**src/rtl/sam_arbiter.sv**
```systemverilog
// sam_arbiter: round-robin front end that shares one SAM shift-and-add
// multiplier among N requesters.
//
// A requester raises Req with its operands; the arbiter picks a winner in
// IDLE, pulses Gnt and MulStart together in ISSUE, waits in WAIT for a rising
// edge on MulDone, then pulses RspValid to the owner in RESP with the product
// on RspR.
//
// Ports:
//   Clock, Reset        system clock (rising edge), async active-high reset
//   Req[N]              per-requester request, held until Gnt
//   ReqA/ReqB[N*W]      packed operands, slice i = [i*W +: W]
//   Gnt[N]              one-hot pulse, operands accepted
//   RspValid[N]         one-hot pulse, product ready for owner
//   RspR[2W]            product, stable until the next response
//   RspErr              watchdog timeout flag, qualified by RspValid
//   Busy                high whenever the FSM is not in IDLE
//   MulStart/MulA/MulB  to the SAM instance
//   MulR/MulDone        from the SAM instance
//
// Optional feature: define SAM_TIMEOUT_EN to build a WAIT watchdog that
// forces an error response after TIMEOUT_CYCLES cycles without completion.
// Without it, WAIT lasts until MulDone rises and RspErr is tied low.

module sam_arbiter #(
  parameter int N              = 4,
  parameter int W              = 8,
  parameter int TIMEOUT_CYCLES = 64
) (
  input  logic             Clock,
  input  logic             Reset,
  input  logic [N-1:0]     Req,
  input  logic [N*W-1:0]   ReqA,
  input  logic [N*W-1:0]   ReqB,
  output logic [N-1:0]     Gnt,
  output logic [N-1:0]     RspValid,
  output logic [2*W-1:0]   RspR,
  output logic             RspErr,
  output logic             Busy,
  output logic             MulStart,
  output logic [W-1:0]     MulA,
  output logic [W-1:0]     MulB,
  input  logic [2*W-1:0]   MulR,
  input  logic             MulDone
);

  localparam int PW = (N > 1) ? $clog2(N) : 1;
  localparam logic [N-1:0] ONE_HOT0 = {{(N-1){1'b0}}, 1'b1};

  typedef enum logic [1:0] {
    S_IDLE  = 2'd0,
    S_ISSUE = 2'd1,
    S_WAIT  = 2'd2,
    S_RESP  = 2'd3
  } state_t;

  state_t          state_q, state_d;
  logic [PW-1:0]   ptr_q, ptr_d;
  logic [PW-1:0]   owner_q, owner_d;
  logic [W-1:0]    mul_a_q, mul_a_d;
  logic [W-1:0]    mul_b_q, mul_b_d;
  logic [2*W-1:0]  rsp_r_q, rsp_r_d;
  logic [N-1:0]    gnt_q, gnt_d;
  logic [N-1:0]    rsp_valid_q, rsp_valid_d;
  logic            mul_start_q, mul_start_d;
  logic            done_q;

  logic            found;
  logic [PW-1:0]   winner;
  logic            done_edge;

  // Edge detect runs in every state so a level-style Done left high from a
  // previous operation cannot complete the next one.
  assign done_edge = MulDone & ~done_q;

  // Winner: first set Req bit searching upward from ptr+1, wrapping.
  always_comb begin
    found  = 1'b0;
    winner = '0;
    for (int i = 1; i <= N; i++) begin
      if (!found && Req[(int'(ptr_q) + i) % N]) begin
        found  = 1'b1;
        winner = PW'((int'(ptr_q) + i) % N);
      end
    end
  end

`ifdef SAM_TIMEOUT_EN
  localparam int CW = $clog2(TIMEOUT_CYCLES + 1);
  logic [CW-1:0] wd_cnt_q, wd_cnt_d;
  logic          rsp_err_q, rsp_err_d;
  logic          wd_expired;

  // wd_cnt_q counts completed WAIT cycles; the final allowed cycle is the
  // one where it reads TIMEOUT_CYCLES-1.
  assign wd_expired = (wd_cnt_q == CW'(TIMEOUT_CYCLES - 1));
  assign RspErr     = rsp_err_q;
`else
  assign RspErr     = 1'b0;
`endif

  always_comb begin
    state_d     = state_q;
    ptr_d       = ptr_q;
    owner_d     = owner_q;
    mul_a_d     = mul_a_q;
    mul_b_d     = mul_b_q;
    rsp_r_d     = rsp_r_q;
    gnt_d       = '0;
    rsp_valid_d = '0;
    mul_start_d = 1'b0;
`ifdef SAM_TIMEOUT_EN
    wd_cnt_d    = wd_cnt_q;
    rsp_err_d   = rsp_err_q;
`endif
    case (state_q)
      S_IDLE: begin
        if (found) begin
          mul_a_d     = ReqA[int'(winner)*W +: W];
          mul_b_d     = ReqB[int'(winner)*W +: W];
          owner_d     = winner;
          gnt_d       = ONE_HOT0 << winner;
          mul_start_d = 1'b1;
          state_d     = S_ISSUE;
        end
      end
      S_ISSUE: begin
        state_d = S_WAIT;
`ifdef SAM_TIMEOUT_EN
        wd_cnt_d = '0;
`endif
      end
      S_WAIT: begin
        if (done_edge) begin
          rsp_r_d     = MulR;
          rsp_valid_d = ONE_HOT0 << owner_q;
          state_d     = S_RESP;
`ifdef SAM_TIMEOUT_EN
          rsp_err_d   = 1'b0;
        end else if (wd_expired) begin
          rsp_r_d     = '0;
          rsp_err_d   = 1'b1;
          rsp_valid_d = ONE_HOT0 << owner_q;
          state_d     = S_RESP;
        end else begin
          wd_cnt_d    = wd_cnt_q + 1'b1;
`endif
        end
      end
      S_RESP: begin
        ptr_d   = owner_q;
        state_d = S_IDLE;
      end
      default: state_d = S_IDLE;
    endcase
  end

  always_ff @(posedge Clock or posedge Reset) begin
    if (Reset) begin
      state_q     <= S_IDLE;
      ptr_q       <= PW'(N - 1);
      owner_q     <= '0;
      mul_a_q     <= '0;
      mul_b_q     <= '0;
      rsp_r_q     <= '0;
      gnt_q       <= '0;
      rsp_valid_q <= '0;
      mul_start_q <= 1'b0;
      done_q      <= 1'b0;
`ifdef SAM_TIMEOUT_EN
      wd_cnt_q    <= '0;
      rsp_err_q   <= 1'b0;
`endif
    end else begin
      state_q     <= state_d;
      ptr_q       <= ptr_d;
      owner_q     <= owner_d;
      mul_a_q     <= mul_a_d;
      mul_b_q     <= mul_b_d;
      rsp_r_q     <= rsp_r_d;
      gnt_q       <= gnt_d;
      rsp_valid_q <= rsp_valid_d;
      mul_start_q <= mul_start_d;
      done_q      <= MulDone;
`ifdef SAM_TIMEOUT_EN
      wd_cnt_q    <= wd_cnt_d;
      rsp_err_q   <= rsp_err_d;
`endif
    end
  end

  assign Gnt      = gnt_q;
  assign RspValid = rsp_valid_q;
  assign RspR     = rsp_r_q;
  assign Busy     = (state_q != S_IDLE);
  assign MulStart = mul_start_q;
  assign MulA     = mul_a_q;
  assign MulB     = mul_b_q;

endmodule
```
**config.mk**
```make
export PLATFORM = sky130hd
export DESIGN_NAME = sam_arbiter
export DESIGN_NICKNAME = d
export VERILOG_FILES = /design/src/rtl/sam_arbiter.sv
export SDC_FILE = /design/constraint.sdc
export NUM_CORES = 1
export LEC_CHECK = 0
export BUFFER_PORTS_ARGS = -buffer_cell sky130_fd_sc_hd__buf_2
export CELL_PAD_IN_SITES_DETAIL_PLACEMENT = 0
export CELL_PAD_IN_SITES_GLOBAL_PLACEMENT = 1
export CORE_ASPECT_RATIO = 1.75
export CORE_UTILIZATION = 25
export CTS_BUF_LIST = sky130_fd_sc_hd__clkbuf_8
export DETAILED_ROUTE_END_ITERATION = 12
export GPL_TIMING_DRIVEN = 1
export HOLD_SLACK_MARGIN = 0.02
export PLACE_DENSITY_LB_ADDON = 0.12
export RECOVER_POWER = 25
export SYNTH_ARGS = -nofsm -noshare
export SYNTH_HDL_FRONTEND = slang
export SYNTH_SLANG_ARGS = --single-unit
```
**constraint.sdc**
```tcl
create_clock -name Clock -period 1.95 [get_ports Clock]
set_input_delay 0.195 -clock Clock [delete_from_list [all_inputs] [get_ports Clock]]
set_output_delay 0.195 -clock Clock [all_outputs]
set_load 0.02 [all_outputs]
```
==> flow_metrics.tcl <==
set metrics [dict create \
    syn_inst 252 \
    drt_wl_total_mm 7.78 \
    finalInstanceArea_mm2 0.00338 \
    ys.flop_type "dfrtp_1" \
    clock-sinks 48 \
    core_mm2 0.00947 \
    ys_top_cells_by_count "59 x nand2_1, 46 x dfrtp_1, 26 x nor2_1, 22 x o21ai_0, 17 x o22ai_1" \
    cts_buffers 5 \
    clockRootBuffer "clkbuf_8" \
    layout.nets 476 \
    clock_path_buffers 2 \
    r2r_start "ptr_q[0]$_DFFE_PP1N_" \
    ant_nets 0 \
    relSlewSlack 0.349 \
    hold_slack_ns 0.0655 \
    synth_seq_area_share 0.495 \
    postPlaceCellArea_mm2 0.00326 \
    report.final.slew_viol_count 0 \
    synth_area_mm2 0.00243 \
    worstPathArrival_ns 2.01 \
    ios 130 \
    synth-edff-count 0 \
    syn2layout_area_growth_pct 38.9 \
    grt.total_usage 0.159 \
    diodes 0 \
    cts_tree "done" \
    row_count 47 \
    vias 2364 \
    status "finished, final reports clean" \
    totalPowerFinal_mw 5.05 \
    place_inst 499 \
    reg2reg_setup_slack_ns 0.14 \
    cpMaxStageDelayCell "dfstp_2" \
    final_util 0.357 \
    drive_gt1_frac 0.393 \
    synth_fp_nets 342 \
    start_util 0.257 \
    drtPass1Iterations 4 \
    drt-wirelength-per-cell_um 15.3 \
    async_reset_ff_frac 1.00 \
    path_clk_slew_ns 0.10 \
    yosysWarnings 0 \
    finalNonFillerCells 509 \
    maxCapViolations 0 \
    synth_cell_types 36 \
    drt_iter0_markers 67 \
    critPathKind "reg2reg" \
    power.leakage_nw 1.71 \
    viasPerCell 4.64 \
    crit_chain "nor2b_2, o21ai_0, o311ai_4, buf_12, mux2i_1, o22ai_1" \
    reg2reg_to "MulA[5]$_DFFE_PP0P_" \
    ys_ff_latch 48 \
    die_w_um 76.5 \
    period_share 0.926 \
    fillers 1064 \
    power.density_mw_per_mm2 1500 \
    crit_required_ns 2.15 \
    hold_start "MulR[7]" \
    clock_latency_ns 0.31 \
    setup_slack_ns 0.144 \
    grt_max_degree 29 \
    place_congestion 0.768 \
    hold_violations 0 \
    avgSynthCellArea_um2 9.65 \
    fmax_mhz 554 \
    worst_pin_slew_ns 0.975 \
    ctsHtreeMaxLevel 2 \
    detailed_place_hpwl_mm 5.75 \
    fin_crit_ns 1.81 \
    die_area_mm2 0.0101 \
    place_ws_ns 0.173 \
    timing.setup.tns_ns 0 \
    port_buffers 128 \
    hold_path.class "in2reg" \
    synth_area_leaders "dfrtp_1 47%, nand2_1 9.1%, mux2i_1 6.6%" \
    die_y_um 132 \
    synth_top_area_share 0.473 \
    max_stage_delay_ns 0.61 \
    reg2reg_depth 6 \
    grt_pass1_vias 2445 \
    rsz0062_at_grt "no" \
    min_to "RspR[7]$_DFFE_PP0P_" \
    crit_path_max_fanout 17 \
    synth_area_leader_cell "dfrtp_1" \
    end_kind "flip-flop" \
    drc 0 \
    setup_viol 0 \
    yosysMostFrequentCell "nand2_1" \
    grt_pass1_wl_mm 12.4 \
    vdd_drop_max_mv 0.566 \
    hold_path_depth 3 \
    clock_skew_ns 0.00929 \
    grt_overflow 0 \
    cts_setup_buffers 0 \
    startpoint_type "flip-flop" \
    antenna_found_initial 0 \
]
[critical path: cells and delay by family, from the launching register on]
| kind | cells | cell delay [ns] |
|---|---|---|
| buf+inv | 1 | 0.20 |
| compound gates | 3 | 0.60 |
| simple gates | 1 | 0.08 |
| flops | 1 | 0.61 |
| mux | 1 | 0.19 |
[cells in the final DEF (no fill, tap or decap), types with 7 or more instances in the layout]
master / synthesis / routed
clkbuf_1: 6 / 11
nand2_1: 59 / 59
o22ai_1: 17 / 17
buf_4: 2 / 9
nor2_1: 26 / 26
mux2i_1: 16 / 16
dfrtp_1: 46 / 46
a221oi_2: 9 / 9
a221oi_1: 7 / 7
buf_2: 1 / 117
o21ai_0: 22 / 21
[report_power, final]
part	switching (mW)	internal [mW]	total (mW)
combinational	1.58	1.02	2.60
clock	0.364	0.380	0.744
sequential	0.280	1.42	1.70
total	2.23	2.82	5.05
[repair_timing]
item / 4_1_cts / 5_1_grt
resized for setup: 0 / 1
hold buffers: 2 / 0
setup endpoints to repair: 0 / 1
hold endpoints to repair: 21 / 0
[worst max path at each step]
stage,from,to,slack [ns],depth (start not counted)
global placement,ptr_q[0]$_DFFE_PP1N_,MulB[0]$_DFFE_PP0P_,0.20,6
floorplan,ptr_q[0]$_DFFE_PP1N_,MulA[7]$_DFFE_PP0P_,0.28,6
detailed placement,ptr_q[0]$_DFFE_PP1N_,MulA[5]$_DFFE_PP0P_,0.17,6
CTS,ptr_q[0]$_DFFE_PP1N_,MulA[5]$_DFFE_PP0P_,0.12,6
global route,ptr_q[0]$_DFFE_PP1N_,MulB[4]$_DFFE_PP0P_,0.04,6
finish,ptr_q[0]$_DFFE_PP1N_,MulA[5]$_DFFE_PP0P_,0.14,6
[cell type report]
class,instances,area [um2],area share
clock inverters,3,42.5,0.0126
clock buffers,5,68.8,0.0204
inverters,7,26.3,0.00778
flip-flops and latches,48,1200,0.357
repair buffers,141,754,0.223
multi-input cells,183,1130,0.334
well taps,122,153,0.0452
[state kept, by name, summed over array words and instances, names as in the netlist, 2 cells and up]
name / count
Gnt: 4
MulA: 8
MulB: 8
RspR: 16
RspValid: 4
owner_q: 2
ptr_q: 2
state_q: 2
[cells by family after synthesis]
| logic type | count (synthesis) | synth area share |
|---|---|---|
| and+or+nand+nor | 99 | 0.168 |
| AOI/OAI and AO/OA | 63 | 0.201 |
| DFF | 48 | 0.495 |
| buffers and inverters | 21 | 0.0484 |
| muxes | 17 | 0.0705 |
| adders and majority gates | 3 | 0.0154 |
| other | 1 | 0.00154 |
[metal layers]
| metal | vias up | track usage | share of wire |
|---|---|---|---|
| li1 | 1155 | - | - |
| met4 | 0 | 0.0737 | 0.028 |
| met1 | 1125 | 0.170 | 0.38 |
| met3 | 13 | 0.0303 | 0.045 |
| met5 | - | 0 | 0 |
| met2 | 71 | 0.294 | 0.55 |
Note: power is estimated with default switching activity, not from simulation.
